## src/rtl/add8_sched.sv

```systemverilog
// add8_sched: round-robin scheduler feeding one shared 8-bit adder, two-stage pipe.
// Optional exact-sum error report enabled by `define ADD8_SCHED_EXACT_CHK_EN.
module add8_sched #(
    parameter int NREQ  = 4,
    parameter int CNT_W = 16
) (
    input  logic              clk,
    input  logic              rst_n,
    input  logic [NREQ-1:0]   req_valid,
    input  logic [NREQ*8-1:0] req_a,
    input  logic [NREQ*8-1:0] req_b,
    output logic [NREQ-1:0]   req_ready,
    output logic [7:0]        add_a,
    output logic [7:0]        add_b,
    input  logic [8:0]        add_o,
    output logic              rsp_valid,
    input  logic              rsp_ready,
    output logic [1:0]        rsp_id,
    output logic [8:0]        rsp_sum,
    output logic [3:0]        rsp_err,
    output logic [CNT_W-1:0]  txn_cnt
);

    logic       s1_valid;
    logic [1:0] s1_id;
    logic [1:0] ptr;
    logic       adv;
    logic       ld1;
    logic       gnt_hit;
    logic [1:0] gnt_id;
    logic [1:0] idx;
    logic [3:0] err_nxt;

    assign adv = !rsp_valid || rsp_ready;
    assign ld1 = !s1_valid || adv;

    // Round-robin search upward from ptr, wrapping 3 -> 0
    always_comb begin
        gnt_hit = 1'b0;
        gnt_id  = '0;
        idx     = '0;
        for (int k = 0; k < 4; k++) begin
            idx = ptr + 2'(k);
            if (!gnt_hit && req_valid[idx]) begin
                gnt_hit = 1'b1;
                gnt_id  = idx;
            end
        end
    end

    // Grant is one-hot, suppressed while S1 cannot load or reset is held
    always_comb begin
        req_ready = '0;
        if (rst_n && ld1 && gnt_hit)
            req_ready = 4'b0001 << gnt_id;
    end

`ifdef ADD8_SCHED_EXACT_CHK_EN
    logic [8:0] exact;
    logic [8:0] diff;
    assign exact   = {1'b0, add_a} + {1'b0, add_b};
    assign diff    = (exact >= add_o) ? (exact - add_o) : (add_o - exact);
    assign err_nxt = (diff > 9'd15) ? 4'hf : diff[3:0];
`else
    assign err_nxt = 4'h0;
`endif

    // S1 issue stage: capture granted operands and advance the pointer
    always_ff @(posedge clk or negedge rst_n) begin
        if (!rst_n) begin
            s1_valid <= 1'b0;
            s1_id    <= '0;
            ptr      <= '0;
            add_a    <= '0;
            add_b    <= '0;
        end else if (ld1) begin
            s1_valid <= gnt_hit;
            if (gnt_hit) begin
                s1_id <= gnt_id;
                ptr   <= gnt_id + 2'd1;
                add_a <= req_a[{gnt_id, 3'b000} +: 8];
                add_b <= req_b[{gnt_id, 3'b000} +: 8];
            end
        end
    end

    // S2 output stage: latch the adder result when downstream can take it
    always_ff @(posedge clk or negedge rst_n) begin
        if (!rst_n) begin
            rsp_valid <= 1'b0;
            rsp_id    <= '0;
            rsp_sum   <= '0;
            rsp_err   <= '0;
        end else if (adv) begin
            rsp_valid <= s1_valid;
            if (s1_valid) begin
                rsp_id  <= s1_id;
                rsp_sum <= add_o;
                rsp_err <= err_nxt;
            end
        end
    end

    // Delivered-response counter, wraps naturally
    always_ff @(posedge clk or negedge rst_n) begin
        if (!rst_n)
            txn_cnt <= '0;
        else if (rsp_valid && rsp_ready)
            txn_cnt <= txn_cnt + 1'b1;
    end

endmodule

```

## config.mk

```make
export PLATFORM = sky130hd
export DESIGN_NAME = add8_sched
export DESIGN_NICKNAME = d
export VERILOG_FILES = /design/src/rtl/add8_sched.sv
export SDC_FILE = /design/constraint.sdc
export NUM_CORES = 1
export LEC_CHECK = 0
export BUFFER_PORTS_ARGS = -buffer_cell sky130_fd_sc_hd__buf_2
export CORE_ASPECT_RATIO = 2
export CORE_MARGIN = 3
export CORE_UTILIZATION = 45
export CTS_CLUSTER_SIZE = 25
export DETAILED_ROUTE_END_ITERATION = 7
export PLACE_DENSITY = 0.9
export SYNTH_ARGS = -nofsm -noshare
export SYNTH_HDL_FRONTEND = slang
export SYNTH_SLANG_ARGS = --single-unit
```

## constraint.sdc

```tcl
create_clock -name clk -period 2.1 [get_ports clk]
set_input_delay 0.42 -clock clk [delete_from_list [all_inputs] [get_ports clk]]
set_output_delay 0.42 -clock clk [all_outputs]
set_load 0.05 [all_outputs]
```

# Word level (Yosys, flattened, before mapping)
# Cells that the tools add are included.
# classes
muxes,17
reduce_logical,15
n_shift,3
order_cmp,4
add_sub_neg,5
# op_table
op,n
32-bit by 6-bit variable part select with 8-bit output,2
16-bit by 1-bit adder with 16-bit output (second input constant),1
2-bit by 3-bit < comparator with 1-bit output (second input constant),4
1-bit binary-select mux with 2-bit select,4
1-bit two-way mux,8
2-bit two-way mux,4
1-bit logical AND,6
1-bit logical NOT,5
2-bit by 1-bit adder with 2-bit output (second input constant),2
2-bit adder (second input constant),2
4-bit two-way mux,1
2-bit AND reduction,2
1-bit by 2-bit left shift with 4-bit output (first input constant),1
1-bit logical OR,2
# totals
output_inout_bits,52
inputBits,80
regBits,49
elab_cells,53

# Depth between registers and ports, before layout
# Gate-level depths: netlist of the first run.
# depth
ltp_word,14
ltp_mapped,7
mapped_depth_nobuf,6

# Worst setup path before layout of the first run
# OpenSTA, ideal clock, no wires.
# synth_path
kind,reg-to-output
from,register rsp_valid
to,output req_ready[0]
slack_ns,-0.172
path_stages_with_launch,5
arrival_ns,1.852
path_buffers,0
cell_sequence,dfrtp_1 -> nor2b_1 -> a21oi_1 -> nand3_1 -> nor2_1
# synth_via
elab_chain_len,6
# synth_lines
element,line_no,rtl
from (decl),16,"output logic rsp_valid,"
from (signal assigned),95,rsp_valid <= s1_valid;
1-bit logical NOT,34,assign adv = !rsp_valid || rsp_ready;
1-bit logical OR,34,
1-bit logical OR,35,assign ld1 = !s1_valid || adv;
1-bit logical AND (2 in a row),54,if (rst_n && ld1 && gnt_hit)
4-bit two-way mux,54,
to (decl),12,"output logic [NREQ-1:0] req_ready,"
# No other way between the ends.

# Worst setup path after layout of the first run
# layout_path
from,register rsp_valid
to,output req_ready[1]
# The elaborated chain is that of the path after synthesis.

==> key figures, run 1 <==
Floorplanning
  – Chip height: approximately 110 um
  – Num rows: 37
  – Chip Width: between 50 and 60 um
  – Core area: ~0.0052 sq mm
  – Die area: between 0.006 and 0.007 sq mm
  – Starting density of the core: a little under half
  – IO Count: around 130

Timing
  – Slew margin rel.: 60.2%
  – Fin. max-slew vios: 0
  – Hold slack: around 340 ps
  – Final Hold Viols: 0
  – Min cycle time layout: between 2000 and 2500 ps
  – Endpoints failing setup: 2
  – Final worst slack: -12.4 ps
  – Tcrit/Tclk final: 101%
  – Highest clock rate: 0.473 GHz
  – RSZ-0062 raised after global routing: true
  – Worst Max-Slew Pin Slew: roughly 600 ps
  – Setup skew after layout: 6.84 ps

Cells and area
  – Fraction of layout cells with a size suffix above 1: about half
  – Util after Layout: roughly two thirds
  – Layout area overhead: 38.0%
  – N_diodes: 0
  – Post-layout nets: 437

Synth
  – Yosys warns: 0
  – Main flop type after synthesis: dfrtp_1
  – Share of the yosys chip area belonging to registers: approximately half
  – FF+latch count, synth: 49
  – Post-synth EDFFs: 0
  – Synth area leaders: dfrtp_1 49%, mux2i_1 13%, o221ai_1 5.6%
  – Library cells used by synthesis: 37
  – Async S/R FF share, synth: between 90% and 100%
  – Cell taking the most area after synthesis: dfrtp_1
  – Syn_area_per_cell: 11.3 sq um
  – Synth top area share: a little under 50%
  – Cells after Synth: 220
  – Mapped cell area: around 0.0025 sq mm

Detailed routing
  – Total Wirelength: approximately 6.3 mm
  – DRC violations left: 0
  – Via count: between 2000 and 2500
  – Routed WL per cell: 15.1 um
  – Antenna Violating Nets Remaining: 0
  – First-pass DRT Iterations: 4
  – 1st-iter DRT viols: 62
  – Routed vias/inst: ~5.4

Hold path
  – Hold crit path type: input port to async pin

Placed design
  – Pre-CTS setup slack: -74.3 ps
  – GPL Wtd Cong: ~0.87
  – Detailed placement HPWL: 4.89 mm
  – Buffers added on ports: between 100 and 150

Outcome
  – Failing checks: setup timing
  – Outcome: complete, but fails checks

Clock tree
  – Clock net sink count: 49
  – H-tree depth: 2
  – Reg clk slew, reported paths: approximately 90 ps
  – Cts bufs inserted: 5
  – CTS max path bufs: 2
  – CTS tree: done
  – Clk_lat worst skew: between 200 and 300 ps
  – CTS Hold Bufs: 0
  – CTS Root Cell: clkbuf_8

Global route
  – Overflow after GRT: 0
  – Vias in the first global route: around 2300
  – Initial antenna violation count: 0
  – First-pass GRT wire length: 10.2 mm
  – Largest net degree at the start of global routing: 50
  – Tot GR Track Use: roughly 20%

Setup path
  – Data required, critical path: 1680 ps
  – Worst Path Max Fanout: 3
  – Critical path, cell by cell: nor2b_1 -> a21oi_2 -> nand2_1 -> or2_4 -> nor2_4 -> buf_8
  – Startpoint Class: register
  – CP delay by family, top: simple AND/OR/NAND/NOR gates
  – CP max stage delay: 410 ps
  – Critical path arrival: ~1700 ps
  – CP max-delay cell: dfrtp_1
  – Element type at the critical path end: output pin
  – Buf/Inv on CP: 1
  – Path type of the worst setup path: register to output pin

Pwr
  – Sw Share: 45.9%
  – Worst ir drop on vdd: about 1000 uV
  – Internal: 2.30 mW
  – Clock share of power: about 16%
  – Power per cell area: 1240 mW/mm^2
  – Leakage power: 1.81 nW
  – Pwr Total: ~4.3 mW
  – Flop pwr share: 32.6%
  – Net Switching: 1.95 mW
  – Combinational power share: 51.1%

Flow run
  – Max-cap viol count: 0
## worst reg2reg max path, delay by kind of cell, from the launching register on
kind,cells,cell delay [ps]
flops,1,460
simple gates,3,730
buf+inv,1,160
compound gates,2,320
## flip-flops by register name, indices dropped and copies added (netlist names)
name / count
txn_cnt: 16
rsp_sum: 9
add_a: 8
add_b: 8
ptr: 2
rsp_id: 2
s1_id: 2
rsp_valid: 1
s1_valid: 1
## per-layer routing
| layer | wire length, um | vias to the layer above | global-route usage [%] | share of wire, % |
|---|---|---|---|---|
| li1 | - | 1039 | - | - |
| met3 | 402 | 15 | 2.91 | 6.4 |
| met5 | 0 | - | 0 | 0 |
| met2 | 3500 | 103 | 36.1 | 56 |
| met1 | 2190 | 1070 | 20.4 | 35 |
| met4 | 193 | 0 | 9.53 | 3.1 |
## layout by cell type, fill, tap and decap left out, types with 3 or more instances in the layout
cell | synthesis | final
buf_2 | 4 | 123
buf_4 | 5 | 12
clkbuf_8 | 0 | 6
conb_1 | 1 | 4
dfrtp_1 | 49 | 48
mux2_2 | 12 | 12
mux2i_1 | 32 | 32
nand2_1 | 31 | 31
nand2b_1 | 4 | 4
nand3_1 | 6 | 5
nand4_1 | 3 | 3
nor2_1 | 8 | 7
nor2_4 | 0 | 3
o221ai_1 | 16 | 16
xnor2_1 | 12 | 12
xor2_1 | 4 | 4
## power by group through the flow
stage          combinational (mW)  sequential [mW]  clock [mW]
6_report                     2.17             1.38       0.694
5_1_grt                      2.30             1.43       0.743
4_1_cts                      2.19             1.39       0.712
3_5_place_dp                 2.14             1.40           0
3_3_place_gp                 2.10             1.39           0
2_1_floorplan               0.845             2.17           0
## synth_stat cells, drive strengths merged, types with 2 or more instances
| cell type | n |
|---|---|
| or2 | 2 |
| nor3 | 3 |
| nand3 | 6 |
| a221oi | 2 |
| nand2 | 32 |
| xor2 | 4 |
| inv | 4 |
| dfrtp | 49 |
| nor2 | 10 |
| buf | 13 |
| xnor2 | 12 |
| mux2 | 12 |
| a21oi | 4 |
| o221ai | 16 |
| mux2i | 32 |
| nand4 | 3 |
| and3 | 2 |
| nand2b | 4 |
## cell type report
| type | instances | area [sq um] |
|---|---|---|
| clock buffers | 6 | 82.6 |
| clock inverters | 2 | 37.5 |
| fillers | 433 | 1800 |
| inverters | 4 | 15.0 |
| multi-input cells | 156 | 1210 |
| flip-flops and latches | 49 | 1230 |
| well taps | 58 | 72.6 |
| repair buffers | 140 | 783 |
## worst paths after layout
check	start	to	slack, ps	depth (start not counted)
hold reg to reg	s1_id[1]	s1_id[1]	470	2
max in group asynchronous	rst_n	ptr[1]	1320	2
hold / removal	rst_n	add_b[3]	340	2
min in group clk	add_o[2]	rsp_sum[2]	360	2
setup / recovery	rsp_valid	req_ready[1]	-10	6
setup reg to reg	ptr[1]	add_a[0]	300	6
## timing repair
item,in CTS,in global routing
setup endpoints to repair,4,4
buffers inserted,1,0
gates resized for setup,15,3
pin swaps,3,3
## logic make-up (layout without fill, tap and decap cells)
| logic type | count (synthesis) | after routing | synth area share (%) |
|---|---|---|---|
| buf+inv | 18 | 152 | 5.03 |
| other cells | 1 | 4 | 0.151 |
| xor+xnor | 16 | 16 | 5.63 |
| mux | 44 | 44 | 18.3 |
| fa+ha+maj | 1 | 1 | 0.503 |
| compound gates | 25 | 25 | 8.15 |
| simple gates | 66 | 66 | 12.9 |
| flops | 49 | 49 | 49.3 |
## metrics by stage
step                setup TNS, ps  instances  cell area (sq um)
finish                      -16.1        415               3430
global route                 -350        415               3430
CTS                         -9.52        415               3420
detailed placement           -142        406               3240
global placement            -53.5        406               3240
floorplan                    -344        223               2510
Note: power is estimated with default switching activity, not from simulation.
==> inputs of run 2 (changes only) <==
--- a/config.mk
+++ b/config.mk
@@ -6,7 +6,6 @@
 export NUM_CORES = 1
 export LEC_CHECK = 0
 export BUFFER_PORTS_ARGS = -buffer_cell sky130_fd_sc_hd__buf_2
-export CORE_ASPECT_RATIO = 2
 export CORE_MARGIN = 3
 export CORE_UTILIZATION = 45
 export CTS_CLUSTER_SIZE = 25
==> key figures, run 2 (synthesized netlist as in run 1, its figures left out) <==
Detailed routing
  – First-pass DRT Iterations: 4
  – Via count: 2212
  – Routed WL per cell: around 14 um
  – 1st-iter DRT viols: 76
  – Total Wirelength: a little over 6 mm
  – Antenna Violating Nets Remaining: 0
  – Routed vias/inst: roughly 5.1
  – DRC violations left: 0

Cells and area
  – Most frequent cells in the layout: 123 x buf_2, 48 x dfrtp_1, 32 x mux2i_1, 31 x nand2_1
  – FF/Latch Area: 0.00123 sq mm
  – Max reg flops: 16
  – N_diodes: 0
  – Layout area overhead: 42.2%
  – Most flop-heavy register: txn_cnt
  – Design area: 0.00354 sq mm
  – Post-layout nets: 444
  – Commonest non-fill, non-tap cell in the layout: buf_2
  – Multi-input logic area: approximately 0.0012 sq mm
  – Non-Filler Instances: between 400 and 500
  – Util after Layout: roughly two thirds
  – Fill cell count: between 400 and 500
  – Fraction of layout cells with a size suffix above 1: between 50% and 60%
  – Largest regs: txn_cnt x16, rsp_sum x9

Pwr
  – Worst ir drop on vdd: between 700 and 800 uV
  – Power per cell area: 1220 mW/mm^2
  – Leakage power: around 1.8 nW

Global route
  – Initial antenna violation count: 0
  – Largest net degree at the start of global routing: 32
  – First-pass GRT wire length: about 9.6 mm
  – Vias in the first global route: about 2200
  – Overflow after GRT: 0
  – Tot GR Track Use: between 10% and 20%

Floorplanning
  – Starting density of the core: a little under half
  – Num rows: 26
  – IO Count: approximately 130
  – Chip Width: 80.3 um
  – Core area: roughly 0.0052 sq mm
  – Chip height: about 80 um
  – Die area: 0.00646 sq mm

Timing
  – RSZ-0062 raised after global routing: true
  – Min cycle time layout: roughly 2100 ps
  – Fin. max-slew vios: 0
  – Final Hold Viols: 0
  – Setup skew after layout: approximately 6 ps
  – Tcrit/Tclk final: 101%
  – Endpoints failing setup: 3
  – Highest clock rate: ~0.47 GHz
  – Final worst slack: -22.5 ps

Hold path
  – Hold crit path type: input port to async pin

Clock tree
  – Clk_lat worst skew: about 300 ps
  – CTS max path bufs: 2
  – CTS tree: done
  – Clock net sink count: between 40 and 50
  – Cts bufs inserted: 5
  – Reg clk slew, reported paths: 90 ps
  – H-tree depth: 2
  – CTS Root Cell: clkbuf_8

Setup path
  – Critical path arrival: about 1700 ps
  – Data required, critical path: 1680 ps
  – Element type at the critical path end: output pin
  – Startpoint Class: register
  – Worst Path Max Fanout: 5
  – Path type of the worst setup path: register to output pin

Placed design
  – Area post-placement: 0.00324 sq mm
  – GPL Wtd Cong: a little over 0.8
  – Placed insts: 417
  – Detailed placement HPWL: approximately 4.6 mm
  – Pre-CTS setup slack: -148 ps
  – Buffers added on ports: between 100 and 150

Outcome
  – Failing checks: setup timing
  – Outcome: complete, but fails checks

Flow run
  – Max-cap viol count: 0
==> run 2: power breakdown <==
part / switching (mW) / leakage (nW) / internal [mW]
registers: 0.192 / 0.603 / 1.20
clock network: 0.303 / 0.0540 / 0.346
logic: 1.50 / 1.19 / 0.787
==> run 2: layout make-up <==
class	instances	share of cell area, %
clock buffer	5	1.95
clock inverter	2	0.990
inverter	4	0.424
multi-input combinational	156	35.2
sequential	49	34.7
tap	70	2.48
timing repair buffer	147	24.2
==> run 2: final timing paths <==
path / endpoint / depth (start not counted) / from / slack (ps)
hold reg to reg: s1_id[0] / 1 / s1_id[0] / 490
max in group asynchronous: s1_valid / 2 / rst_n / 1490
min in group clk: rsp_sum[3] / 2 / add_o[3] / 350
setup reg to reg: add_b[5] / 8 / ptr[0] / 220
hold / removal: ptr[1] / 2 / rst_n / 150
setup / recovery: req_ready[3] / 5 / ptr[1] / -20
==> run 2: repair_timing <==
action                                  4_1_cts  5_1_grt
pin swaps                                     6        2
resized for setup                            21        7
endpoints found under the setup margin        4        4
setup buffers                                 5        4
hold endpoints to repair                      1        1
==> run 2: stage by stage <==
stage	hold slack, ps	setup TNS (ps)	power [mW]
finish	152	-44.1	4.32
CTS	-88.8	-96.6	4.28
detailed placement	226	-356	3.52
floorplan	124	-344	3.01
global route	171	-328	4.54
global placement	227	-103	3.46
==> run 2: routing by layer <==
metal / vias up / track usage [%] / part of all wire [%]
met2: 82 / 34.7 / 52
met5: - / 0 / 0
met3: 4 / 4.37 / 6.7
met1: 1070 / 21.8 / 40
met4: 0 / 3.89 / 0.68
li1: 1056 / - / -
==> run 2: worst max-delay path: stages, from the launching register on <==
cell,delay [ps]
dfrtp_2,470
a21oi_2,150
nor3_2,70
or3_4,420
nor2_4,130
buf_8,150
